File: src/rtl/rr_mux_pkg.sv
// Shared helpers for the round-robin multiplexer.
// Latency: none (functions only).
// Backpressure: not applicable.
package rr_mux_pkg;

    // Channel that sits 'offset' places above 'base', wrapping at n with a
    // compare so non-power-of-two channel counts never alias.
    function automatic int rr_rot_idx(input int base, input int offset, input int n);
        int sum;
        sum = base + offset;
        if (sum >= n) begin
            sum = sum - n;
        end
        return sum;
    endfunction

endpackage

File: src/rtl/rr_mux_arbiter.sv
// Round-robin arbiter: one-hot grant and index from a rotating priority pointer.
// Latency: grant is combinational from mask; pointer moves on the edge after adv.
// Backpressure: pointer holds whenever adv is low.
module rr_arbiter
    import rr_mux_pkg::*;
#(
    parameter int channels_p = 4,
    parameter int sel_width_lp = $clog2(channels_p)
) (
    input  logic                    clk,
    input  logic                    reset,
    input  logic [channels_p-1:0]   mask,
    input  logic                    adv,
    output logic [channels_p-1:0]   grant,
    output logic [sel_width_lp-1:0] grant_idx
);

    logic [sel_width_lp-1:0] ptr;
    logic [sel_width_lp-1:0] cand;
    logic                    found;

    always_comb begin
        grant     = '0;
        grant_idx = '0;
        found     = 1'b0;
        cand      = '0;
        for (int i = 0; i < channels_p; i++) begin
            cand = sel_width_lp'(rr_rot_idx(int'(ptr), i, channels_p));
            if (!found && mask[cand]) begin
                found       = 1'b1;
                grant[cand] = 1'b1;
                grant_idx   = cand;
            end
        end
    end

    always_ff @(posedge clk) begin
        if (reset) begin
            ptr <= '0;
        end else if (adv) begin
            if (grant_idx == sel_width_lp'(channels_p - 1)) begin
                ptr <= '0;
            end else begin
                ptr <= grant_idx + 1'b1;
            end
        end
    end

endmodule

File: src/rtl/rr_mux.sv
// N-channel round-robin mux into a one-beat output register; RR_MUX_LAST_EN adds packet locking.
// Latency: 1 cycle from input accept to valid_o/data_o.
// Backpressure: ready_o is zero while a held beat is stalled by ready_i low.
module rr_mux
    import rr_mux_pkg::*;
#(
    parameter int width_p = 8,
    parameter int channels_p = 4,
    localparam int sel_width_lp = $clog2(channels_p)
) (
    input  logic                          clk_i,
    input  logic                          reset_i,
    input  logic [channels_p-1:0]         valid_i,
    input  logic [channels_p*width_p-1:0] data_i,
    output logic [channels_p-1:0]         ready_o,
`ifdef RR_MUX_LAST_EN
    input  logic [channels_p-1:0]         last_i,
    output logic                          last_o,
`endif
    output logic                          valid_o,
    output logic [width_p-1:0]            data_o,
    output logic [sel_width_lp-1:0]       sel_o,
    input  logic                          ready_i
);

    logic                    load_en;
    logic                    accept;
    logic [channels_p-1:0]   mask;
    logic [channels_p-1:0]   grant;
    logic [sel_width_lp-1:0] grant_idx;

    assign load_en = ~valid_o | ready_i;
    // Reset gating keeps producers from seeing an accept that the register would drop.
    assign ready_o = (load_en & ~reset_i) ? grant : '0;
    assign accept  = |ready_o;

`ifdef RR_MUX_LAST_EN
    logic                    lock;
    logic [sel_width_lp-1:0] lock_idx;

    always_comb begin
        mask = valid_i;
        if (lock) begin
            mask = valid_i & (channels_p'(1) << lock_idx);
        end
    end

    always_ff @(posedge clk_i) begin
        if (reset_i) begin
            lock     <= 1'b0;
            lock_idx <= '0;
            last_o   <= 1'b0;
        end else if (accept) begin
            lock     <= ~last_i[grant_idx];
            lock_idx <= grant_idx;
            last_o   <= last_i[grant_idx];
        end
    end
`else
    assign mask = valid_i;
`endif

    rr_arbiter #(
        .channels_p   (channels_p),
        .sel_width_lp (sel_width_lp)
    ) u_arb (
        .clk       (clk_i),
        .reset     (reset_i),
        .mask      (mask),
        .adv       (accept),
        .grant     (grant),
        .grant_idx (grant_idx)
    );

    always_ff @(posedge clk_i) begin
        if (reset_i) begin
            valid_o <= 1'b0;
            data_o  <= '0;
            sel_o   <= '0;
        end else if (accept) begin
            valid_o <= 1'b1;
            data_o  <= data_i[int'(grant_idx)*width_p +: width_p];
            sel_o   <= grant_idx;
        end else if (load_en) begin
            valid_o <= 1'b0;
        end
    end

endmodule
File: config.mk
export PLATFORM = sky130hd
export DESIGN_NAME = rr_mux
export DESIGN_NICKNAME = d
export VERILOG_FILES = /design/src/rtl/rr_mux_pkg.sv /design/src/rtl/rr_mux_arbiter.sv /design/src/rtl/rr_mux.sv
export SDC_FILE = /design/constraint.sdc
export NUM_CORES = 1
export LEC_CHECK = 0
export CAP_MARGIN = 20
export CORE_MARGIN = 2
export CORE_UTILIZATION = 47
export CTS_BUF_LIST = sky130_fd_sc_hd__clkbuf_4 sky130_fd_sc_hd__clkbuf_8 sky130_fd_sc_hd__clkbuf_16
export CTS_CLUSTER_DIAMETER = 150
export DETAILED_ROUTE_END_ITERATION = 16
export GPL_TIMING_DRIVEN = 0
export PLACE_DENSITY = 0.89
export SYNTH_ARGS = -nofsm -noshare
export SYNTH_HDL_FRONTEND = slang
export SYNTH_SLANG_ARGS = --single-unit
File: constraint.sdc
create_clock -name clk_i -period 7.4 [get_ports clk_i]
set_clock_uncertainty 0.15 [all_clocks]
set_input_delay 1.48 -clock clk_i [delete_from_list [all_inputs] [get_ports clk_i]]
set_output_delay 1.48 -clock clk_i [all_outputs]
set_load 0.02 [all_outputs]
**After elaboration in Yosys (flattened, before gate mapping)**

Cells that the tools add are included.

- Word-level logic and storage cells: 80
- Bits of input ports: 39
- Output and inout bits: 15
- Flip-flop bits (word level): 13

- Magnitude comparators: 12
- Eq/ne operators: 1
- Reduce and logical (&&, ||, !) cells: 12
- Bitwise operators: 7
- Mux-type cells: 35
- Shifts and indexed selects: 1
- Add/sub/neg operators: 8

Operators with widths:

| operator | number |
|---|---|
| $shiftx A32 B6 Y8 | 1 |
| $mux W4 | 5 |
| $mux W2 | 9 |
| $mux W1 | 13 |
| $lt A2 B3 Y1 const B | 4 |
| $or A4 B4 Y4 | 3 |
| $ge A3 B3 Y1 const B | 3 |
| $bmux W1 S2 | 4 |
| $demux W1 S2 | 4 |
| $ge A2 B1 Y1 const B | 4 |
| $sub A2 B1 Y2 const B | 4 |
| $logic_and A1 B1 Y1 | 7 |
| $add A2 B2 Y3 const B | 2 |
| $reduce_or A4 Y1 | 1 |
| $add A2 B1 Y3 const B | 1 |
| $ge A2 B3 Y1 const B | 1 |
| $logic_not A1 Y1 | 3 |
| $add A2 B1 Y2 const B | 1 |
| $eq A2 B2 Y1 const B | 1 |
| $not A1 Y1 | 2 |
| $reduce_bool A2 Y1 | 1 |
| $and A1 B1 Y1 | 1 |
| $or A1 B1 Y1 | 1 |

**Logic depth before layout (Yosys ltp)**

- Depth in word-level cells: 17
- Depth in mapped cells: 12
- Mapped depth without buffers: 10

**By module**

From an unflattened synthesis, not the netlist that was laid out.

- Cell total of the unflattened synthesis: 118
- Area total of the unflattened synthesis: 1156.1 um^2

Modules (own cells, without submodules):

| module | area an instance (um^2) | times used | seq. area each (um^2) | cells each |
|---|---|---|---|---|
| rr_mux | 684.4 | 1 | 220.2 | 68 |
| rr_arbiter | 471.7 | 1 | 40.0 | 50 |

**Worst setup path after synthesis**

OpenSTA, ideal clock, no wires.

- Path kind: input port to output port
- Start: input port valid_i[0]
- End: output port ready_o[1]
- Path slack: 2834 ps
- Path buffers: 0
- Arrival time: 2936 ps
- Stages on the path: 4
- Data required time: 5770 ps
- Path through: or3b_2 > a2111o_1 > a31oi_1 > a221o_1

- Word-level cells in the longest chain between the ends: 13
- Elaborated cells on any way between the ends: 25
- Those cells by class: mux (16); bitwise (3); reduce/logical (6)

Ends and longest elaborated chain:

| what | RTL line | text |
|---|---|---|
| from (decl) | rr_mux.sv:13 | `input logic [channels_p-1:0] valid_i,` |
| $bmux W1 S2 | rr_mux_arbiter.sv:29 | `if (!found && mask[cand]) begin` |
| $mux W1 (not written as such) | rr_mux_arbiter.sv:29 |  |
| $mux W1 | rr_mux_arbiter.sv:29 |  |
| $logic_not A1 Y1 | rr_mux_arbiter.sv:29 |  |
| $logic_and A1 B1 Y1 | rr_mux_arbiter.sv:29 |  |
| $mux W1 | rr_mux_arbiter.sv:29 |  |
| $logic_not A1 Y1 | rr_mux_arbiter.sv:29 |  |
| $logic_and A1 B1 Y1 | rr_mux_arbiter.sv:29 |  |
| $mux W1 | rr_mux_arbiter.sv:29 |  |
| $logic_not A1 Y1 | rr_mux_arbiter.sv:29 |  |
| $logic_and A1 B1 Y1 | rr_mux_arbiter.sv:29 |  |
| $mux W4 * | rr_mux_arbiter.sv:29 |  |
| $mux W4 * | rr_mux.sv:34 | `assign ready_o = (load_en & ~reset_i) ? grant : '0;` |
| to (decl) | rr_mux.sv:15 | `output logic [channels_p-1:0] ready_o,` |

Mark *: on every way between the ends. The rest lies on a longest branch, timed or not. The select of a mux whose other input is x is not followed.

**Final worst setup path**

- Start: input port valid_i[2]
- End: output port ready_o[1]

The elaborated chain is that of the path after synthesis.

==> flow_summary.ini <==
[floorplanning]
row_count = 19
io_pins = 54
initial_core_util_pct = 50.02
die_y_um = 58.41
fp.dieArea_um2 = 3412
core_area_um2 = 2781
die_x_um = 58.41

[final_layout]
final_common_cell = clkdlybuf4s50_1
diodes = 0
final_design_area_no_fill_um2 = 1981
synthToLayoutAreaGrowth_pct = 42.36
nNetsFinal = 242
drive_gt1_share_pct = 19.07
final_cell_mix = 52 x clkdlybuf4s50_1, 13 x dfxtp_1, 12 x nor2b_1

[clocking]
holdBufCountCts = 0
cts_resized = 0
clk_latency_ns = 0.28
cts_root_buf = clkbuf_4
cts.path.max_buffers = 2
cts.reportedPaths.clkPinSlew_ns = 0.07
htreeDepth = 1
cts_tree = yes
postCtsSetupBuffers = 0
cts_inserted_buffers = 3
clock_sinks = 13

[detailed_routing]
viasPerCell = 5.924
drc = 0
routed-via-count = 1333
drtPass1Iterations = 4
wl_per_cell_um = 16.15
drtIter0Drc = 62
ant_nets = 0
routed_wirelength_um = 3634

[worst_setup_path]
path_max_fanout = 5
cpPeakStageDelay_ns = 0.63
startpoint_type = input pin
path_buf_inv = 2
crit_chain = clkdlybuf4s50_1, or3b_2, a2111o_1, a31oi_1, a221o_1, clkdlybuf4s50_1
arrival_ns = 4.10
crit_slowest_cell = clkdlybuf4s50_1
crit_path_end_kind = output port
crit_family = buffers and inverters
cp_common_cell = clkdlybuf4s50_1
critPathRequiredTime_ns = 5.77
crit_type = in -> out

[timing]
rsz0062_at_grt = no
hold_viol = 0
setup_viol = 0
maxSlewViolCount = 0
worst_pin_slew_ns = 0.8546
timing.final.ws_setup_ns = 1.672
timing.final.crit_period_ns = 5.728
max-slew-margin-rel_pct = 43.03
period_share_pct = 77.41
holdWs_ns = 0.3305
max_freq_mhz = 174.6
tns_ns = 0

[synth]
synth.yosys.seq_area_share_pct = 18.71
synthesis.nets = 185
yosys_warnings = 0
synth_area_um2 = 1391
synth-edff-count = 0
synth_area_per_cell_um2 = 10.08
async_flop_share_pct = 0
synthCells = 138
synth_cell_types = 36
synth_seq_cells = 13
synth-main-ff-cell = dfxtp_1

[pwr]
power_density_nw_per_um2 = 439.7
ir_worst_vdd_mv = 0.3454
p_leak_nw = 0.7771
power.total_uw = 870.9

[global_routing]
antenna_found_initial = 0
grt-ovfl-total = 0
grt_pass1_vias = 1312
grt_max_degree = 11
track_usage_pct = 22.32
grt_pass1_wl_um = 5899

[placement]
routabilityCongestion = 0.9023
dp_slack_ns = 1.683
port-buffer-count = 52
dp_hpwl_um = 2975
placed_area_um2 = 1951

[outcome]
outcome = finished clean

[flow_run]
maxCapViolations = 0

[hold_path]
hp-class = reg -> reg
## layer usage
layer | share of wire [%] | GRT usage, % | wire (um) | up-vias
met2 | 52 | 38.04 | 1879 | 43
li1 | - | - | - | 637
met1 | 42 | 29.41 | 1534 | 649
met4 | 0.96 | 4.983 | 35 | 0
met3 | 5.1 | 3.956 | 184 | 4
met5 | 0 | 0 | 0 | -
## report_power, final
group / internal (mW) / switching, mW
Combinational: 0.366 / 0.323
Clock: 0.0246 / 0.0242
Sequential: 0.109 / 0.0240
## final cells by class
cell class	instances	area, um^2
timing repair buffer	52	520.5
buffer	11	73.82
tap	31	38.79
fill	201	800.8
multi-input combinational	104	1020
clock buffer	4	30.03
sequential	13	260.3
inverter	10	37.54
## registers in the layout, summed over array words and instances, names as in the netlist
register	cells
valid_o	1
data_o	8
u_arb.ptr	2
sel_o	2
## worst register-to-register path, cell delays in order (launching register included)
cell,delay [ns]
dfxtp_1,0.42
buf_2,0.25
clkinv_1,0.29
ha_1,0.44
buf_1,0.38
mux2_2,0.45
a221oi_1,0.33
a211oi_1,0.08
a221o_1,0.32
nor4_4,0.39
buf_6,0.24
mux2_4,0.31
## synthesized netlist by cell type (2+ instances only)
cell type | number | share of area, %
dfxtp_1 | 13 | 19
nor2b_1 | 12 | 5.4
inv_1 | 9 | 2.4
mux4_2 | 9 | 15
ha_1 | 8 | 7.2
mux2_2 | 8 | 6.5
mux2_4 | 6 | 6.5
mux2i_1 | 6 | 4.3
nand2b_1 | 6 | 2.7
a21oi_1 | 5 | 1.8
nand3_1 | 5 | 1.8
nor2_1 | 5 | 1.3
and2_1 | 4 | 1.8
buf_6 | 4 | 3.2
a211oi_1 | 3 | 1.6
a221o_1 | 3 | 2.2
a221oi_1 | 3 | 1.9
a311oi_1 | 3 | 1.9
clkbuf_1 | 3 | 0.81
a211o_1 | 2 | 1.3
buf_1 | 2 | 0.54
buf_2 | 2 | 0.72
nor3_1 | 2 | 0.72
o21ai_0 | 2 | 0.72
o221ai_1 | 2 | 1.3
## path summary, 6_finish.rpt
check / startpoint / end / slack [ns] / depth (start not counted)
max reg2reg: u_arb.ptr[0]$_SDFFE_PP0P_ / data_o[4]$_SDFFE_PP0P_ / 3.23 / 11
min: sel_o[1]$_SDFFE_PP0P_ / sel_o[1]$_SDFFE_PP0P_ / 0.33 / 2
max: valid_i[2] / ready_o[1] / 1.67 / 6
min reg2reg: sel_o[1]$_SDFFE_PP0P_ / sel_o[1]$_SDFFE_PP0P_ / 0.33 / 2
## cells by family after synthesis
family                   after synthesis  share of synthesized area, %
adder cells (fa/ha/maj)                8                         7.195
buffers and inverters                 21                         8.003
AND/OR/NAND/NOR                       38                         17.00
AO/OA/AOI/OAI                         29                         17.27
flip-flops                            13                         18.71
multiplexers                          29                         31.83
## stage by stage
stage | utilization [%] | instances
after global routing | 71.21 | 225
after detailed placement | 70.13 | 221
after global placement | 70.13 | 221
after CTS | 71.21 | 225
after floorplan | - | 138
final | 71.21 | 225
Power figures use the tool's default switching activity.
